==> src/rtl/cu_bubble_pipe.sv <==
// Control-bundle pipeline register between the control unit and EX, with
// stall, flush and multi-cycle bubble injection plus a saturating bubble count.
module cu_bubble_pipe #(
  parameter int unsigned       CTRL_W     = 9,
  parameter logic [CTRL_W-1:0] SAFE_VALUE = '0,
  parameter int unsigned       BCNT_W     = 2,
  parameter int unsigned       STAT_W     = 16
) (
  input  logic              clk,
  input  logic              reset,
  input  logic [CTRL_W-1:0] ctrl_in,
  input  logic              valid_in,
  input  logic              stall,
  input  logic              flush,
  input  logic              bubble_req,
  input  logic [BCNT_W-1:0] bubble_len,
  output logic [CTRL_W-1:0] ctrl_out,
  output logic              valid_out,
  output logic              hold_upstream,
  output logic              bubble_active,
  output logic [STAT_W-1:0] bubble_total
);

  typedef enum logic {
    IDLE,
    BUBBLE
  } state_t;

  state_t            state_q, state_d;
  logic [BCNT_W-1:0] rem_q, rem_d;
  logic [CTRL_W-1:0] ctrl_q, ctrl_d;
  logic              valid_q, valid_d;
  logic [STAT_W-1:0] total_q, total_d;
  logic [STAT_W-1:0] total_inc;
  logic              start_bubble;

  assign start_bubble = (state_q == IDLE) && bubble_req && (bubble_len != '0);
  assign total_inc    = (&total_q) ? total_q : total_q + STAT_W'(1);

  always_ff @(posedge clk) begin
    if (reset) begin
      state_q <= IDLE;
      rem_q   <= '0;
      ctrl_q  <= SAFE_VALUE;
      valid_q <= 1'b0;
      total_q <= '0;
    end else begin
      state_q <= state_d;
      rem_q   <= rem_d;
      ctrl_q  <= ctrl_d;
      valid_q <= valid_d;
      total_q <= total_d;
    end
  end

  // Priority: flush > stall > bubble sequencing > pass-through.
  always_comb begin
    state_d = state_q;
    rem_d   = rem_q;
    ctrl_d  = ctrl_q;
    valid_d = valid_q;
    total_d = total_q;
    if (flush) begin
      state_d = IDLE;
      rem_d   = '0;
      ctrl_d  = SAFE_VALUE;
      valid_d = 1'b0;
    end else if (!stall) begin
      if (state_q == BUBBLE) begin
        ctrl_d  = SAFE_VALUE;
        valid_d = 1'b0;
        total_d = total_inc;
        rem_d   = rem_q - BCNT_W'(1);
        state_d = (rem_q == BCNT_W'(1)) ? IDLE : BUBBLE;
      end else if (start_bubble) begin
        ctrl_d  = SAFE_VALUE;
        valid_d = 1'b0;
        total_d = total_inc;
        rem_d   = bubble_len - BCNT_W'(1);
        state_d = (bubble_len > BCNT_W'(1)) ? BUBBLE : IDLE;
      end else begin
        ctrl_d  = valid_in ? ctrl_in : SAFE_VALUE;
        valid_d = valid_in;
      end
    end
  end

  always_comb begin
    ctrl_out      = ctrl_q;
    valid_out     = valid_q;
    bubble_total  = total_q;
    bubble_active = (state_q == BUBBLE);
    hold_upstream = !flush && ((state_q == BUBBLE) || (start_bubble && !stall));
  end

endmodule
==> config.mk <==
export PLATFORM = sky130hd
export DESIGN_NAME = cu_bubble_pipe
export DESIGN_NICKNAME = d
export VERILOG_FILES = /design/src/rtl/cu_bubble_pipe.sv
export SDC_FILE = /design/constraint.sdc
export NUM_CORES = 1
export LEC_CHECK = 0
export CORE_MARGIN = 4
export CORE_UTILIZATION = 48
export CTS_BUF_LIST = sky130_fd_sc_hd__clkbuf_8
export CTS_CLUSTER_SIZE = 14
export DETAILED_ROUTE_END_ITERATION = 6
export PLACE_DENSITY = 0.89
export SLEW_MARGIN = 20
export SYNTH_ARGS = -nofsm -noshare
export SYNTH_HDL_FRONTEND = slang
export SYNTH_SLANG_ARGS = --single-unit
==> constraint.sdc <==
create_clock -name clk -period 2.2 [get_ports clk]
set_input_delay 0.44 -clock clk [delete_from_list [all_inputs] [get_ports clk]]
set_output_delay 0.44 -clock clk [all_outputs]
set_load 0.1 [all_outputs]
Word level (Yosys, flattened, before mapping)
Index checks and enable logic that the tools add are counted.
W data, S select, Z words.
{ "op_classes": {"add_sub_neg": 3, "mul": 0, "div": 0, "order_cmp": 1, "n_eq_ne": 1, "n_shift": 0, "n_mux": 14, "bitwise_logic": 3, "reduce_logical": 13} }
{ "ops": {"columns": ["cell", "n"], "rows": [
  ["$mux W16", 3],
  ["$mux W9", 3],
  ["$add A16 B1 Y16 const B", 1],
  ["$reduce_and A16 Y1", 1],
  ["$mux W1", 6],
  ["$logic_and A1 B1 Y1", 4],
  ["$mux W2", 2],
  ["$reduce_bool A2 Y1", 2],
  ["$sub A2 B1 Y2 const B", 2],
  ["$not A1 Y1", 3],
  ["$reduce_and A3 Y1", 1],
  ["$eq A2 B1 Y1 const B", 1],
  ["$gt A2 B1 Y1 const B", 1],
  ["$logic_not A1 Y1", 2],
  ["$reduce_and A2 Y1", 1],
  ["$reduce_or A2 Y1", 1],
  ["$logic_or A1 B1 Y1", 1]
]} }
{ "word_totals": {"reg_bits": 29, "latch_bits": 0, "ram_bits": 0, "mem_bits_ro": 0, "input_bits": 17, "output_inout_bits": 28, "wordCells": 40, "mem_count": 0} }

Depth between registers and ports, before layout
{ "depth": {"word_depth": 6, "ltp_mapped": 7, "depth_no_buf": 6} }

Least setup slack after synthesis
Ideal clock, no wire load.
{ "synth_timing": {"path_kind": "register to output", "from": "reg state_q, in the netlist bubble_active", "to": "out hold_upstream", "arrival_ns": 2.546, "required_time_ns": 1.760, "slack_ns": -0.786, "path_stages_with_launch": 4, "n_path_buf": 1, "path_cell_list": "dfxtp_1 > buf_4 > nor2_1 > nor2_1"} }
{ "synth_between": {"elab_chain_len": 6} }
{ "synth_rtl": {"columns": ["item", "line_no", "rtl"], "rows": [
  ["from (decl)", "29", "state_t state_q, state_d;"],
  ["from (signal assigned)", "48", "state_q <= state_d;"],
  ["$not A1 Y1", "37", "assign start_bubble = (state_q == IDLE) && bubble_req && (bubble_len != '0);"],
  ["$logic_and A1 B1 Y1 (2 in a row)", "37", null],
  ["$logic_and A1 B1 Y1", "93", "hold_upstream = !flush && ((state_q == BUBBLE) || (start_bubble && !stall));"],
  ["$logic_or A1 B1 Y1 *", "93", null],
  ["$logic_and A1 B1 Y1 *", "93", null],
  ["to (decl)", "19", "output logic hold_upstream,"]
]} }
Every way passes the cells marked *; elsewhere a longest branch is shown, timed or not.

Worst setup path in the final report
{ "layout_timing": {"from": "in bubble_len[0]", "to": "reg state_q, in the netlist bubble_active"} }
{ "layout_between": {"elab_chain_len": 4, "word_cells_on_any_way": 6, "cone_classes": "1 x order compare; 3 x mux; 2 x reduce/logical"} }
{ "layout_rtl": {"columns": ["item", "line_no", "rtl"], "rows": [
  ["from (decl)", "16", "input logic [BCNT_W-1:0] bubble_len,"],
  ["$gt A2 B1 Y1 / $reduce_bool A2 Y1 (equally long branches)", "80, 37", null],
  ["$mux W1 / $logic_and A1 B1 Y1 (equally long branches)", "80, 37", null],
  ["$mux W1 *", "75", "end else if (start_bubble) begin"],
  ["$mux W1 *", "69", "if (state_q == BUBBLE) begin"]
]} }
Marks and branches as above.
A chain may end at the register's enable or synchronous reset.

==> results.toml <==
[global_route]
grt_pass1_vias = 1414
grt_overflow_total = 0
grt_max_degree = 21
antenna_found_initial = 0
grt_pass1_wl_um = 6492
track_usage_pct = 20.39

[worst_setup_path]
end_kind = "flip-flop"
cp-endpoint = "bubble_active$_SDFFE_PP0N_"
r2r_setup_slack_ns = 0.39
path_class = "primary input to flip-flop"
r2r-end = "bubble_total[10]$_SDFFE_PP0P_"
critical_path_peak_fanout = 2
critPathLaunchType = "primary input"
crit_start = "bubble_len[0]"
worst_path_most_repeated_cell = "buf_4"
path_cells = "dlygate4sd2_1 -> inv_2 -> ha_4 -> nand2b_4 -> nor2_4 -> buf_4 -> buf_4 -> buf_4 -> buf_4 -> buf_4 -> buf_4 -> buf_4 -> buf_4 -> a31oi_2 -> a311oi_1"
cp.arrival_ns = 2.26
slowest_delay_ns = 0.26
reg2reg_from = "bubble_total[0]$_SDFFE_PP0P_"
slowest_stage = "dlygate4sd2_1"
critPathRequiredTime_ns = 2.36
reg2reg_depth = 5

[floorplan]
rows = 19
die_h_um = 63.11
num_io_pins = 45
die_x_um = 63.11
start_util_pct = 51.53
core_sq_um = 2829
dieArea_sq_um = 3982

[sta]
worst_pin_slew_ns = 0.4288
fin_crit_ns = 2.102
max_freq_mhz = 475.8
slew_headroom_pct = 71.20
period_share_pct = 95.54
slew_viol_final = 0
finalHoldViolCount = 0
fin_ws_ns = 0.09819
fin_worst_skew_ns = 0.004377
rsz0062_at_grt = "no"
timing.hold.ws_ns = 0.4817
setup_viol = 0
tns_ns = 0

[clock_network]
insertion_delay_ns = 0.28
cts_root_buffer = "clkbuf_8"
path_clk_slew_ns = 0.06
numCtsBuffers = 5
hold_buffers = 0
clk_path_buf_depth = 2
clock-sinks = 29
htreeDepth = 2
cts_tree = "done"

[pwr]
total_power_mw = 1.125
power_leakage_nw = 0.8460
powerDensity_nw_per_um2 = 528.3
ir_worst_vdd_mv = 0.4219

[synthesis]
synth-async-reset-ratio_pct = 0
ys_warn_count = 0
syn_area_sq_um = 1458
syn-num-nets = 181
synth-seq-area-share_pct = 39.83
ys.flop_type = "dfxtp_1"
syn_avg_cell_area_sq_um = 9.110
ys_ff_latch = 29
synth_cells = 160
synth_edf_count = 0
ys_types = 38

[placed_design]
place_ws_ns = -0.2991
globalplace.congestion = 0.7723
dp_hpwl_um = 2709
place_area_sq_um = 1947
io_buffers = 44
dp_cells = 237

[route]
drt-total-wl_um = 3886
drtIter0Drc = 76
antenna_left = 0
first_pass_iters = 4
dr_total_vias = 1471
wire_per_inst_um = 15.36
via_per_inst = 5.814
drcViolationCount = 0

[finish]
area.growth.synth_to_final_pct = 46.09
layout.cells.non_filler = 253
fin_util_pct = 75.28
fillers = 198
nNetsFinal = 242
stdcell_area_sq_um = 2130
drive_above_1_share_pct = 37.39
n_antenna_cell = 0
final_cell_mix = "buf_4, dfxtp_1, nor2_1"
layout_commonest_cell = "buf_4"

[worst_hold_path]
hold_path.class = "flip-flop to flip-flop"

[job]
drv_cap = 0

[status]
status = "completed"
routing by layer:
metal	share of wire (%)	vias to the layer above	track usage [%]	routed length, um
li1	-	728	-	-
met1	41	690	21.62	1596
met2	50	45	37.29	1940
met3	7.1	8	7.105	275
met4	1.9	0	6.612	73
met5	0	-	0	0
logic make-up after synthesis:
family                     count (synthesis)  synth area share [%]
AOI/OAI and AO/OA                         42                 21.03
adders and majority gates                  4                 3.434
buffers and inverters                     15                 4.120
DFF                                       29                 39.83
muxes                                      5                 3.777
and+or+nand+nor                           65                 27.81
how the worst min path moves through the flow:
stage / cells after the start / slack, ns / startpoint / end
3_3_place_gp: 2 / 0.46 / rem_q[1]$_SDFFE_PP0P_ / rem_q[1]$_SDFFE_PP0P_
2_1_floorplan: 2 / 0.44 / rem_q[1]$_SDFFE_PP0P_ / rem_q[1]$_SDFFE_PP0P_
3_5_place_dp: 2 / 0.49 / rem_q[1]$_SDFFE_PP0P_ / rem_q[1]$_SDFFE_PP0P_
5_1_grt: 2 / 0.49 / rem_q[1]$_SDFFE_PP0P_ / rem_q[1]$_SDFFE_PP0P_
6_report: 2 / 0.48 / rem_q[1]$_SDFFE_PP0P_ / rem_q[1]$_SDFFE_PP0P_
4_1_cts: 2 / 0.51 / bubble_total[13]$_SDFFE_PP0P_ / bubble_total[13]$_SDFFE_PP0P_
synth_stat cells (all sizes together), types with 3 or more instances:
| master | instances | share of area [%] |
|---|---|---|
| dfxtp | 29 | 40 |
| o21ai | 4 | 1.6 |
| nand4 | 6 | 3.0 |
| nor4 | 5 | 3.2 |
| nor2b | 4 | 1.7 |
| nand2 | 4 | 1.0 |
| and4 | 4 | 2.6 |
| a22oi | 9 | 4.6 |
| clkbuf | 6 | 1.5 |
| o31ai | 10 | 6.1 |
| mux2 | 4 | 3.1 |
| ha | 4 | 3.4 |
| nand3 | 3 | 1.0 |
| or4 | 8 | 4.1 |
| a21oi | 14 | 4.8 |
| nor2 | 21 | 5.9 |
| inv | 8 | 2.1 |
power by group:
part	switching [mW]	total (mW)	internal, mW
Sequential	0.00439	0.535	0.530
Combinational	0.0909	0.159	0.0679
Clock	0.214	0.431	0.218
state kept, by name, indices dropped and copies added, names as in the netlist:
name and cells:
valid_out 1, bubble_active 1, ctrl_out 9, rem_q 2
bubble_total 16
final cells by class:
type | instances | area (sq um) | area share (%)
inverter | 8 | 30.03 | 1.410
clock inverter | 3 | 17.52 | 0.8226
multi-input combinational | 116 | 860.8 | 40.42
tap | 31 | 38.79 | 1.821
clock buffer | 5 | 68.82 | 3.231
timing repair buffer | 61 | 523.0 | 24.56
sequential | 29 | 590.6 | 27.73
timing repair:
item                       in CTS  in global routing
pin swaps                       5                  1
setup endpoints to repair       3                  1
setup buffers                   8                  0
resized for setup               8                  4
gates cloned                    0                  0
critical path, delay by kind of cell:
kind | cells | cell delay [ns]
compound gates | 2 | 0.18
fa+ha+maj | 1 | 0.15
buf+inv | 10 | 1.31
simple gates | 2 | 0.19
Note: power is estimated with default switching activity, not from simulation.
